==> src/rtl/sd_host_pkg.sv <==
// Shared SD host types and constants: FSM state encoding, default frame width, CRC7 polynomial.
package sd_host_pkg;

    typedef enum logic [1:0] {
        IDLE  = 2'd0,
        SHIFT = 2'd1,
        DONE  = 2'd2
    } p2s_state_t;

    localparam int         P2S_DEFAULT_WIDTH = 48;
    localparam logic [6:0] CRC7_POLY         = 7'h09;

    // One serial CRC7 step: x^7 + x^3 + 1, MSB-first.
    function automatic logic [6:0] crc7_step(input logic [6:0] crc, input logic din);
        logic w_fb;
        w_fb = crc[6] ^ din;
        return {crc[5:0], 1'b0} ^ (w_fb ? CRC7_POLY : 7'h00);
    endfunction

endpackage

==> src/rtl/sd_crc7.sv <==
// Serial CRC7 generator; result updates one cycle after each enabled bit, no backpressure.
// i_clr restarts from zero; with i_en also high, the clear and the first bit land in the same edge.
module sd_crc7
    import sd_host_pkg::*;
(
    input  logic       CLK,
    input  logic       RESET,
    input  logic       i_clr,
    input  logic       i_en,
    input  logic       i_din,
    output logic [6:0] o_crc
);

    logic [6:0] r_crc;

    always_ff @(posedge CLK or negedge RESET) begin
        if (!RESET) begin
            r_crc <= 7'h00;
        end else if (i_en) begin
            r_crc <= crc7_step(i_clr ? 7'h00 : r_crc, i_din);
        end else if (i_clr) begin
            r_crc <= 7'h00;
        end
    end

    assign o_crc = r_crc;

endmodule

==> src/rtl/sd_parallel_to_serial.sv <==
// SD CMD-path frame serializer: WIDTH bits MSB-first, finished at edge WIDTH; no backpressure once started.
// Optional macro P2S_CRC7_EN replaces transmitted bits 7..1 with the CRC7 of bits WIDTH-1..8.
module sd_parallel_to_serial
    import sd_host_pkg::*;
#(
    parameter int WIDTH = P2S_DEFAULT_WIDTH
) (
    input  logic             CLK,
    input  logic             RESET,
    input  logic             start_sending,
    input  logic [WIDTH-1:0] parallel_in,
    output logic             finished,
    output logic             serial_out
);

    localparam int CW = $clog2(WIDTH);

    p2s_state_t       r_state;
    logic [WIDTH-1:0] r_shift;
    logic [CW-1:0]    r_cnt;
    logic             r_serial;
    logic             r_finished;

    // Counter holds how many bits remain after the one on the line; w_pos is the next bit index.
    logic [CW-1:0]    w_pos;
    logic             w_next_bit;

    assign w_pos = r_cnt - CW'(1);

`ifdef P2S_CRC7_EN
    logic [6:0] w_crc;
    logic       w_crc_clr;
    logic       w_crc_en;
    logic       w_crc_din;

    assign w_crc_clr = (r_state == IDLE) && start_sending;
    assign w_crc_en  = w_crc_clr ||
                       ((r_state == SHIFT) && (r_cnt != '0) && (w_pos >= CW'(8)));
    assign w_crc_din = w_crc_clr ? parallel_in[WIDTH-1] : r_shift[w_pos];

    sd_crc7 u_crc7 (
        .CLK   (CLK),
        .RESET (RESET),
        .i_clr (w_crc_clr),
        .i_en  (w_crc_en),
        .i_din (w_crc_din),
        .o_crc (w_crc)
    );
`endif

    always_comb begin
        w_next_bit = r_shift[w_pos];
`ifdef P2S_CRC7_EN
        // Positions 7..1 carry the frozen CRC, MSB at position 7.
        if ((w_pos <= CW'(7)) && (w_pos != '0)) begin
            w_next_bit = w_crc[w_pos[2:0] - 3'd1];
        end
`endif
    end

    always_ff @(posedge CLK or negedge RESET) begin
        if (!RESET) begin
            r_state    <= IDLE;
            r_shift    <= '0;
            r_cnt      <= '0;
            r_serial   <= 1'b1;
            r_finished <= 1'b0;
        end else begin
            case (r_state)
                IDLE: begin
                    r_serial   <= 1'b1;
                    r_finished <= 1'b0;
                    if (start_sending) begin
                        r_shift  <= parallel_in;
                        r_serial <= parallel_in[WIDTH-1];
                        r_cnt    <= CW'(WIDTH - 1);
                        r_state  <= SHIFT;
                    end
                end
                SHIFT: begin
                    if (r_cnt == '0) begin
                        r_serial   <= 1'b1;
                        r_finished <= 1'b1;
                        r_state    <= DONE;
                    end else begin
                        r_serial <= w_next_bit;
                        r_cnt    <= w_pos;
                    end
                end
                DONE: begin
                    if (!start_sending) begin
                        r_finished <= 1'b0;
                        r_state    <= IDLE;
                    end
                end
                default: begin
                    r_serial   <= 1'b1;
                    r_finished <= 1'b0;
                    r_state    <= IDLE;
                end
            endcase
        end
    end

    assign serial_out = r_serial;
    assign finished   = r_finished;

endmodule

==> config.mk <==
export PLATFORM = sky130hd
export DESIGN_NAME = sd_parallel_to_serial
export DESIGN_NICKNAME = d
export VERILOG_FILES = /design/src/rtl/sd_host_pkg.sv /design/src/rtl/sd_crc7.sv /design/src/rtl/sd_parallel_to_serial.sv
export SDC_FILE = /design/constraint.sdc
export NUM_CORES = 1
export LEC_CHECK = 0
export CAP_MARGIN = 15
export CORE_MARGIN = 2
export CORE_UTILIZATION = 53
export CTS_BUF_LIST = sky130_fd_sc_hd__clkbuf_2 sky130_fd_sc_hd__clkbuf_4 sky130_fd_sc_hd__clkbuf_8
export DETAILED_ROUTE_END_ITERATION = 10
export GPL_TIMING_DRIVEN = 0
export PLACE_DENSITY = 0.86
export SLEW_MARGIN = 20
export SYNTH_ARGS = -nofsm -noshare
export SYNTH_HDL_FRONTEND = slang
export SYNTH_SLANG_ARGS = --single-unit
==> constraint.sdc <==
create_clock -name CLK -period 2.97 [get_ports CLK]
set_input_delay 0.4455 -clock CLK [delete_from_list [all_inputs] [get_ports CLK]]
set_output_delay 0.4455 -clock CLK [all_outputs]
set_load 0.005 [all_outputs]
### Word-level counts from Yosys, hierarchy flattened

Index checks and enable logic that the tools add are counted.

| word-level totals | value |
|---|---|
| flip-flop bits (word level) | 58 |
| input port bits | 51 |
| output and inout port bits | 2 |
| word-level logic and storage cells | 35 |

| operators by class | value |
|---|---|
| $add $sub $neg | 1 |
| order comparisons | 1 |
| equality and inequality tests | 6 |
| multiplexer cells | 15 |
| reduce and logical (&&, ||, !) cells | 7 |

Operators with widths:

| cell | number |
|---|---|
| 6-bit two-way mux | 2 |
| 6-bit one-hot mux with 2 select lines | 1 |
| 2-bit inequality test (second input constant) | 4 |
| 6-bit by 7-bit < comparator with 1-bit output (second input constant) | 1 |
| 1-bit binary-select mux with 6-bit select | 1 |
| 6-bit logical NOT | 1 |
| 2-bit two-way mux | 3 |
| 2-bit one-hot mux with 3 select lines | 1 |
| 3-bit AND reduction | 2 |
| 6-bit by 1-bit subtractor with 6-bit output (second input constant) | 1 |
| 1-bit two-way mux | 5 |
| 2-bit AND reduction | 2 |
| 1-bit one-hot mux with 3 select lines | 1 |
| 2-bit by 1-bit equality test with 1-bit output (second input constant) | 1 |
| 2-bit equality test (second input constant) | 1 |
| 2-bit logical NOT | 1 |
| 1-bit one-hot mux with 2 select lines | 1 |
| 2-bit nonzero test | 1 |

### Depth between registers and ports, before layout

Gate-level depths: netlist (run 1).

| logic depth | value |
|---|---|
| word-level depth | 5 |
| gate-level depth with buffers | 10 |
| gate-level depth less buffers | 7 |

### Least setup slack after synthesis (run 1)

OpenSTA, ideal clock, no wires.

| timing path | value |
|---|---|
| kind | register to register |
| from | reg r_cnt[0] |
| to | reg r_serial, in the netlist serial_out |
| setup time | 0.098 ns |
| data arrival time | 2.229 ns |
| data required time | 2.872 ns |
| slack | 0.643 ns |
| cell stages (with the launch flop) | 11 |
| buffers on the path | 3 |
| period minus slack after synthesis | 2.327 ns |
| cells stage by stage | dfrtp_1 -> buf_2 -> buf_6 -> inv_1 -> ha_1 -> buf_1 -> mux4_2 -> mux2i_1 -> mux2i_1 -> o211ai_1 -> a31oi_1 |

| on the way | value |
|---|---|
| longest elaborated chain between the ends | 5 |
| elaborated cells between the ends (all ways) | 6 |
| those cells by class | 1 x add/sub; 4 x mux; 1 x reduce/logical |

RTL lines:

| item | line | RTL |
|---|---|---|
| from (decl) | sd_parallel_to_serial.sv:20 | `logic [CW-1:0] r_cnt;` |
| from (signal assigned) | sd_parallel_to_serial.sv:76 | `r_cnt <= CW'(WIDTH - 1);` |
| from (signal assigned) | sd_parallel_to_serial.sv:87 | `r_cnt <= w_pos;` |
| 6-bit by 1-bit subtractor with 6-bit output | sd_parallel_to_serial.sv:28 | `assign w_pos = r_cnt - CW'(1);` |
| 1-bit binary-select mux with 6-bit select | sd_parallel_to_serial.sv:52 | `w_next_bit = r_shift[w_pos];` |
| 1-bit two-way mux (implied by the code) | sd_parallel_to_serial.sv:52 |  |
| 1-bit two-way mux (*) | sd_parallel_to_serial.sv:81 | `if (r_cnt == '0) begin` |
| 1-bit one-hot mux with 3 select lines (*) | sd_parallel_to_serial.sv:69 | `case (r_state)` |
| to (signal assigned) | sd_parallel_to_serial.sv:75 | `r_serial <= parallel_in[WIDTH-1];` |
| to (signal assigned) | sd_parallel_to_serial.sv:86 | `r_serial <= w_next_bit;` |
| to (decl) | sd_parallel_to_serial.sv:21 | `logic r_serial;` |

Mark *: on every way between the ends. The rest lies on a longest branch, timed or not. The select of a mux whose other input is x is not followed.
A chain may end at the register's enable or synchronous reset.

### Final worst setup path (run 1)

Ends and elaborated chain as after synthesis.

==> impl_metrics.env, run 1 <==
export IMPL_status="completed"
export IMPL_tightest_slew_ns=0.9193
export IMPL_power_mw=3.721
export IMPL_multi_input_area_mm2=0.001192
export IMPL_finalCriticalPeriod_ns=2.691
export IMPL_h_tree_depth=3
export IMPL_grt_usage_pct=20.81
export IMPL_hold_path_class="in -> async"
export IMPL_dieArea_mm2=0.005706
export IMPL_clk_latency_ns=0.33
export IMPL_drt_iter0_drc=119
export IMPL_io_pin_count=53
export IMPL_cts_setup_buffers=0
export IMPL_routed_wl_um=5126
export IMPL_cp_depth=9
export IMPL_dp_hpwl_um=3685
export IMPL_fin_area_mm2=0.003523
export IMPL_crit_path_start="r_cnt[0]"
export IMPL_ys_seq_area_share_pct=53.55
export IMPL_syn_inst=185
export IMPL_die_x_um=75.54
export IMPL_period_share_pct=90.60
export IMPL_power_density_mw_per_mm2=1056
export IMPL_timing_final_ws_setup_ns=0.2793
export IMPL_cp_slowest_cell="ha_1"
export IMPL_area_growth_syn_to_layout_pct=29.89
export IMPL_r2r_end="serial_out"
export IMPL_cts_root_buf="clkbuf_8"
export IMPL_register_area_mm2=0.001453
export IMPL_ys_async_sr_fraction_pct=100.0
export IMPL_row_count=26
export IMPL_synth_fp_nets=238
export IMPL_grt_max_degree=59
export IMPL_final_cell_mix="57 x dfrtp_1, 51 x clkdlybuf4s50_1, 41 x mux2_2"
export IMPL_syn_cell_area_mm2=0.002713
export IMPL_gr_total_overflow=0
export IMPL_cts_resized=0
export IMPL_relSlewSlack_pct=38.58
export IMPL_grt_pass1_wl_um=8618
export IMPL_gp_congestion=0.8229
export IMPL_ys_ff_latch=58
export IMPL_reg2reg_slack_ns=0.28
export IMPL_finalHoldViolCount=0
export IMPL_mostFrequentLayoutCell="dfrtp_1"
export IMPL_crit_chain="buf_2 > buf_6 > inv_1 > ha_1 > mux4_2 > mux2i_1 > a311oi_1 > o211ai_1 > a31oi_1"
export IMPL_synth_edf_count=0
export IMPL_cts_made_buffers=9
export IMPL_drv_cap=0
export IMPL_path_delay_family="adder cells"
export IMPL_layout_cells_non_filler=322
export IMPL_routed_via_density=5.385
export IMPL_synth_distinct_cells=32
export IMPL_placed_cells=307
export IMPL_final_max_slew_viol_count=0
export IMPL_placed_area_mm2=0.003318
export IMPL_dr_pass1_iters=4
export IMPL_worstPathArrival_ns=2.95
export IMPL_chipHeight_um=75.54
export IMPL_coreArea_mm2=0.005010
export IMPL_drc=0
export IMPL_initial_core_util_pct=54.15
export IMPL_r2r_start="r_cnt[0]"
export IMPL_ys_flop_type="dfrtp_1"
export IMPL_portBuffers=52
export IMPL_rsz0062_at_grt="no"
export IMPL_cts_buffer_depth=2
export IMPL_drive_gt1_share_pct=31.75
export IMPL_critPathBufInv=3
export IMPL_clock_sinks=58
export IMPL_via_count=1734
export IMPL_fin_skew_ns=0.008608
export IMPL_ys_warn_count=0
export IMPL_layout_nets=300
export IMPL_avgSynthCellArea_um2=14.66
export IMPL_p_leak_nw=1.471
export IMPL_cts_tree="built"
export IMPL_end_kind="register"
export IMPL_critPathKind="reg -> reg"
export IMPL_peakVddDrop_v=0.0005456
export IMPL_antenna_found_initial=0
export IMPL_fillCellCount=376
export IMPL_r2r_cells=9
export IMPL_critPathRequiredTime_ns=3.22
export IMPL_cp_slowest_stage_delay_ns=0.66
export IMPL_fmax_ghz=0.3716
export IMPL_routedWlPerCell_um=15.92
export IMPL_setup_viol=0
export IMPL_critPathCapture="serial_out"
export IMPL_worstPathMaxFanout=13
export IMPL_n_antenna_cell=0
export IMPL_clkTransAtPathRegs_ns=0.07
export IMPL_ant_nets=0
export IMPL_dp_slack_ns=0.09784
export IMPL_grt_pass1_vias=1886
export IMPL_critPathLaunchType="register"
export IMPL_cts_hold_fix_buffers=0
## layout make-up
cell class                      count  share of cell area (%)
Buffer                              8                   1.278
Clock buffer                       14                   4.936
Clock inverter                      2                  0.9943
Inverter                            5                  0.5327
Multi-Input combinational cell    113                   33.84
Sequential cell                    58                   41.23
Tap cell                           70                   2.486
Timing Repair Buffer               52                   14.70
## per-stage QoR
| stage | utilization [%] | TNS [ns] | hold slack, ns |
|---|---|---|---|
| floorplan | - | 0 | 0.1499 |
| global placement | 66.28 | -16.30 | 0.4621 |
| global route | 70.33 | 0 | 0.2236 |
| CTS | 70.40 | 0 | 0.1920 |
| detailed placement | 66.23 | 0 | 0.4738 |
| finish | 70.33 | 0 | 0.1665 |
## metal layers
metal	vias to the layer above	global-route usage, %	routed length (µm)
li1	806	-	-
met1	870	26.70	2213
met2	47	33.43	2550
met3	11	5.026	241
met4	0	10.14	121
met5	-	0	0
## registers in the layout, indices dropped and copies added (netlist names)
| signal | count |
|---|---|
| r_shift | 48 |
| r_cnt | 6 |
| r_state | 2 |
| finished | 1 |
| serial_out | 1 |
## power by group
| part | leakage [nW] | total [mW] | switching (mW) | internal, mW |
|---|---|---|---|---|
| Clock | 0.111 | 0.753 | 0.293 | 0.460 |
| Combinational | 0.676 | 1.56 | 0.643 | 0.914 |
| Sequential | 0.683 | 1.41 | 0.221 | 1.19 |
| Total | 1.47 | 3.72 | 1.16 | 2.56 |
## synthesized netlist by cell type, types with 2 or more instances
cell,n,area [µm²]
nand2_1,4,15.01
mux2_2,41,461.7
nand3_1,2,10.01
dfrtp_1,57,1426
ha_1,2,25.02
mux2i_1,8,80.08
nand2b_1,3,18.77
nor2_1,4,15.01
mux2_1,7,78.83
xnor2_1,2,17.52
a31oi_1,4,25.02
inv_1,5,18.77
or2_1,2,12.51
mux4_2,12,270.3
nor3_1,3,15.01
a21oi_1,6,30.03
buf_2,6,30.03
nor3b_1,3,22.52
## worst reg2reg max path, stage by stage, from the launching register on
cell and delay [ns]:
dfrtp_1 0.32, buf_2 0.29, buf_6 0.22, inv_1 0.08
ha_1 0.66, mux4_2 0.32, mux2i_1 0.08, a311oi_1 0.30
o211ai_1 0.13, a31oi_1 0.22
## kinds of logic (layout without fill, tap and decap cells)
family,after synthesis,after routing,share of synthesized area [%]
compound gates,15,15,3.367
xor+xnor,4,4,1.984
fa+ha+maj,2,2,0.9224
buf+inv,14,81,2.491
flops,58,58,53.55
mux,68,68,32.84
simple gates,24,24,4.843
## worst min-delay path by stage
stage                start           to
2_1_floorplan        RESET     finished
3_3_place_gp   r_shift[13]  r_shift[13]
3_5_place_dp   r_shift[12]  r_shift[12]
4_1_cts              RESET  r_shift[44]
5_1_grt              RESET   r_shift[2]
6_report             RESET   r_shift[2]
Note: power is estimated with default switching activity, not from simulation.
==> run 2: changes to the inputs <==
--- a/config.mk
+++ b/config.mk
@@ -11,8 +11,10 @@
 export CTS_BUF_LIST = sky130_fd_sc_hd__clkbuf_2 sky130_fd_sc_hd__clkbuf_4 sky130_fd_sc_hd__clkbuf_8
 export DETAILED_ROUTE_END_ITERATION = 10
 export GPL_TIMING_DRIVEN = 0
+export MAX_ROUTING_LAYER = met4
 export PLACE_DENSITY = 0.86
 export SLEW_MARGIN = 20
 export SYNTH_ARGS = -nofsm -noshare
 export SYNTH_HDL_FRONTEND = slang
 export SYNTH_SLANG_ARGS = --single-unit
+export TNS_END_PERCENT = 5
==> run 2 against run 1 <==
Compared with the run above: core utilization increased by 0.30 points; critical path depth did not move; combinational power barely moved; global-route usage increased by 2.9 points; clock power is 7.2% higher; cell count did not move; clock skew rose by 0.0011 ns; fmax down 0.64%; via count is 0.58% higher; wire length grew 6.0%; die area is the same; first-iteration DRC count shrank 18%; highest routed layer unchanged.
==> impl_metrics.env, run 2 (synthesis results as in run 1) <==
export IMPL_status="completed"
export IMPL_routedWlPerCell_um=16.87
export IMPL_portBuffers=52
export IMPL_peakVddDrop_v=0.0005908
export IMPL_path_delay_family="adder cells"
export IMPL_grt_max_degree=59
export IMPL_row_count=26
export IMPL_area_growth_syn_to_layout_pct=30.44
export IMPL_grt_usage_pct=23.76
export IMPL_coreArea_mm2=0.005010
export IMPL_ant_nets=0
export IMPL_cts_buffer_depth=2
export IMPL_drt_iter0_drc=97
export IMPL_routed_via_density=5.416
export IMPL_whs_ns=0.1555
export IMPL_critPathLaunchType="register"
export IMPL_drive_gt1_share_pct=31.75
export IMPL_cts_made_buffers=9
export IMPL_tightest_slew_ns=0.9195
export IMPL_rsz0062_at_grt="no"
export IMPL_grt_pass1_vias=1959
export IMPL_gp_congestion=0.8367
export IMPL_antenna_found_initial=0
export IMPL_dr_pass1_iters=4
export IMPL_clock_sinks=58
export IMPL_h_tree_depth=3
export IMPL_clkTransAtPathRegs_ns=0.07
export IMPL_dieArea_mm2=0.005706
export IMPL_p_leak_nw=1.476
export IMPL_critPathKind="reg -> reg"
export IMPL_via_count=1744
export IMPL_cts_root_buf="clkbuf_8"
export IMPL_end_kind="register"
export IMPL_power_mw=3.797
export IMPL_cts_hold_fix_buffers=0
export IMPL_clk_latency_ns=0.34
export IMPL_routed_wl_um=5433
export IMPL_drv_cap=0
export IMPL_critPathBufInv=3
export IMPL_top_regs="r_shift: 48 flops, r_cnt: 6 flops, r_state: 2 flops"
export IMPL_drc=0
export IMPL_critPathRequiredTime_ns=3.23
export IMPL_grt_pass1_wl_um=9301
export IMPL_fin_skew_ns=0.009660
export IMPL_largest_reg_flops=48
export IMPL_cp_slowest_cell="ha_1"
export IMPL_final_max_slew_viol_count=0
export IMPL_dp_hpwl_um=3911
export IMPL_mostFrequentLayoutCell="dfrtp_1"
export IMPL_layout_nets=300
export IMPL_layout_cells_non_filler=322
export IMPL_finalCriticalPeriod_ns=2.708
export IMPL_fmax_ghz=0.3693
export IMPL_chipHeight_um=75.54
export IMPL_cp_slowest_stage_delay_ns=0.68
export IMPL_setup_viol=0
export IMPL_hold_path_class="in -> async"
export IMPL_n_antenna_cell=0
export IMPL_final_cell_mix="57 x dfrtp_1, 51 x clkdlybuf4s50_1, 41 x mux2_2"
export IMPL_period_share_pct=91.18
export IMPL_die_x_um=75.54
export IMPL_finalHoldViolCount=0
export IMPL_placed_cells=307
export IMPL_io_pin_count=53
export IMPL_cts_resized=0
export IMPL_worstPathMaxFanout=13
export IMPL_initial_core_util_pct=54.15
export IMPL_power_density_mw_per_mm2=1073
export IMPL_relSlewSlack_pct=38.57
export IMPL_tns_ns=0
export IMPL_largest_register="r_shift"
export IMPL_cts_tree="built"
export IMPL_crit_chain="buf_2 > buf_6 > inv_1 > ha_1 > mux4_2 > mux2i_1 > a311oi_1 > o211ai_1 > a31oi_1"
export IMPL_cts_setup_buffers=0
export IMPL_fillCellCount=373
export IMPL_gr_total_overflow=0
export IMPL_worstPathArrival_ns=2.97
## run 2: changes by cell type in the layout (fill, tap and decap cells not counted), sizes merged
cell / previous run / this run
clkinv: 1 / 0
clkbuf: 15 / 16
## run 2: area by class of cell
class,instances,area [µm²],area share [%]
Clock inverter,1,30.03,0.8487
Tap cell,70,87.58,2.475
Multi-Input combinational cell,113,1192,33.70
Timing Repair Buffer,52,518.0,14.64
Inverter,5,18.77,0.5304
Sequential cell,58,1453,41.05
Clock buffer,15,193.9,5.481
Buffer,8,45.04,1.273
## run 2: worst paths after layout
check | slack (ns) | to | cells past startpoint | from
worst max-delay path | 0.26 | serial_out | 9 | r_cnt[0]
worst min-delay path | 0.16 | r_shift[2] | 1 | RESET
worst max register to register | 0.26 | serial_out | 9 | r_cnt[0]
worst min register to register | 0.49 | r_shift[8] | 1 | r_shift[8]
max in group asynchronous | 2.34 | r_shift[31] | 1 | RESET
min in group CLK | 0.49 | r_shift[8] | 1 | r_shift[8]
## run 2: metal layers
| layer | wire length (µm) | global-route usage (%) | vias up |
|---|---|---|---|
| met3 | 173 | 4.894 | 12 |
| met2 | 2874 | 37.97 | 38 |
| met1 | 2294 | 29.19 | 887 |
| li1 | - | - | 807 |
| met5 | 0 | - | - |
| met4 | 90 | 11.11 | 0 |
## run 2: report_power, final
part	internal [mW]	switching, mW	total, mW	leakage (nW)
sequential	1.19	0.237	1.43	0.683
combinational	0.914	0.648	1.56	0.676
clock	0.498	0.308	0.807	0.117
## run 2: per-stage QoR
stage	utilization, %	cell area, µm²	setup WS (ns)
global route	70.63	3538	0.08550
CTS	70.63	3538	0.2305
finish	70.63	3538	0.2618
global placement	66.28	3321	-0.2804
floorplan	-	2713	0.6433
detailed placement	66.23	3318	0.003421
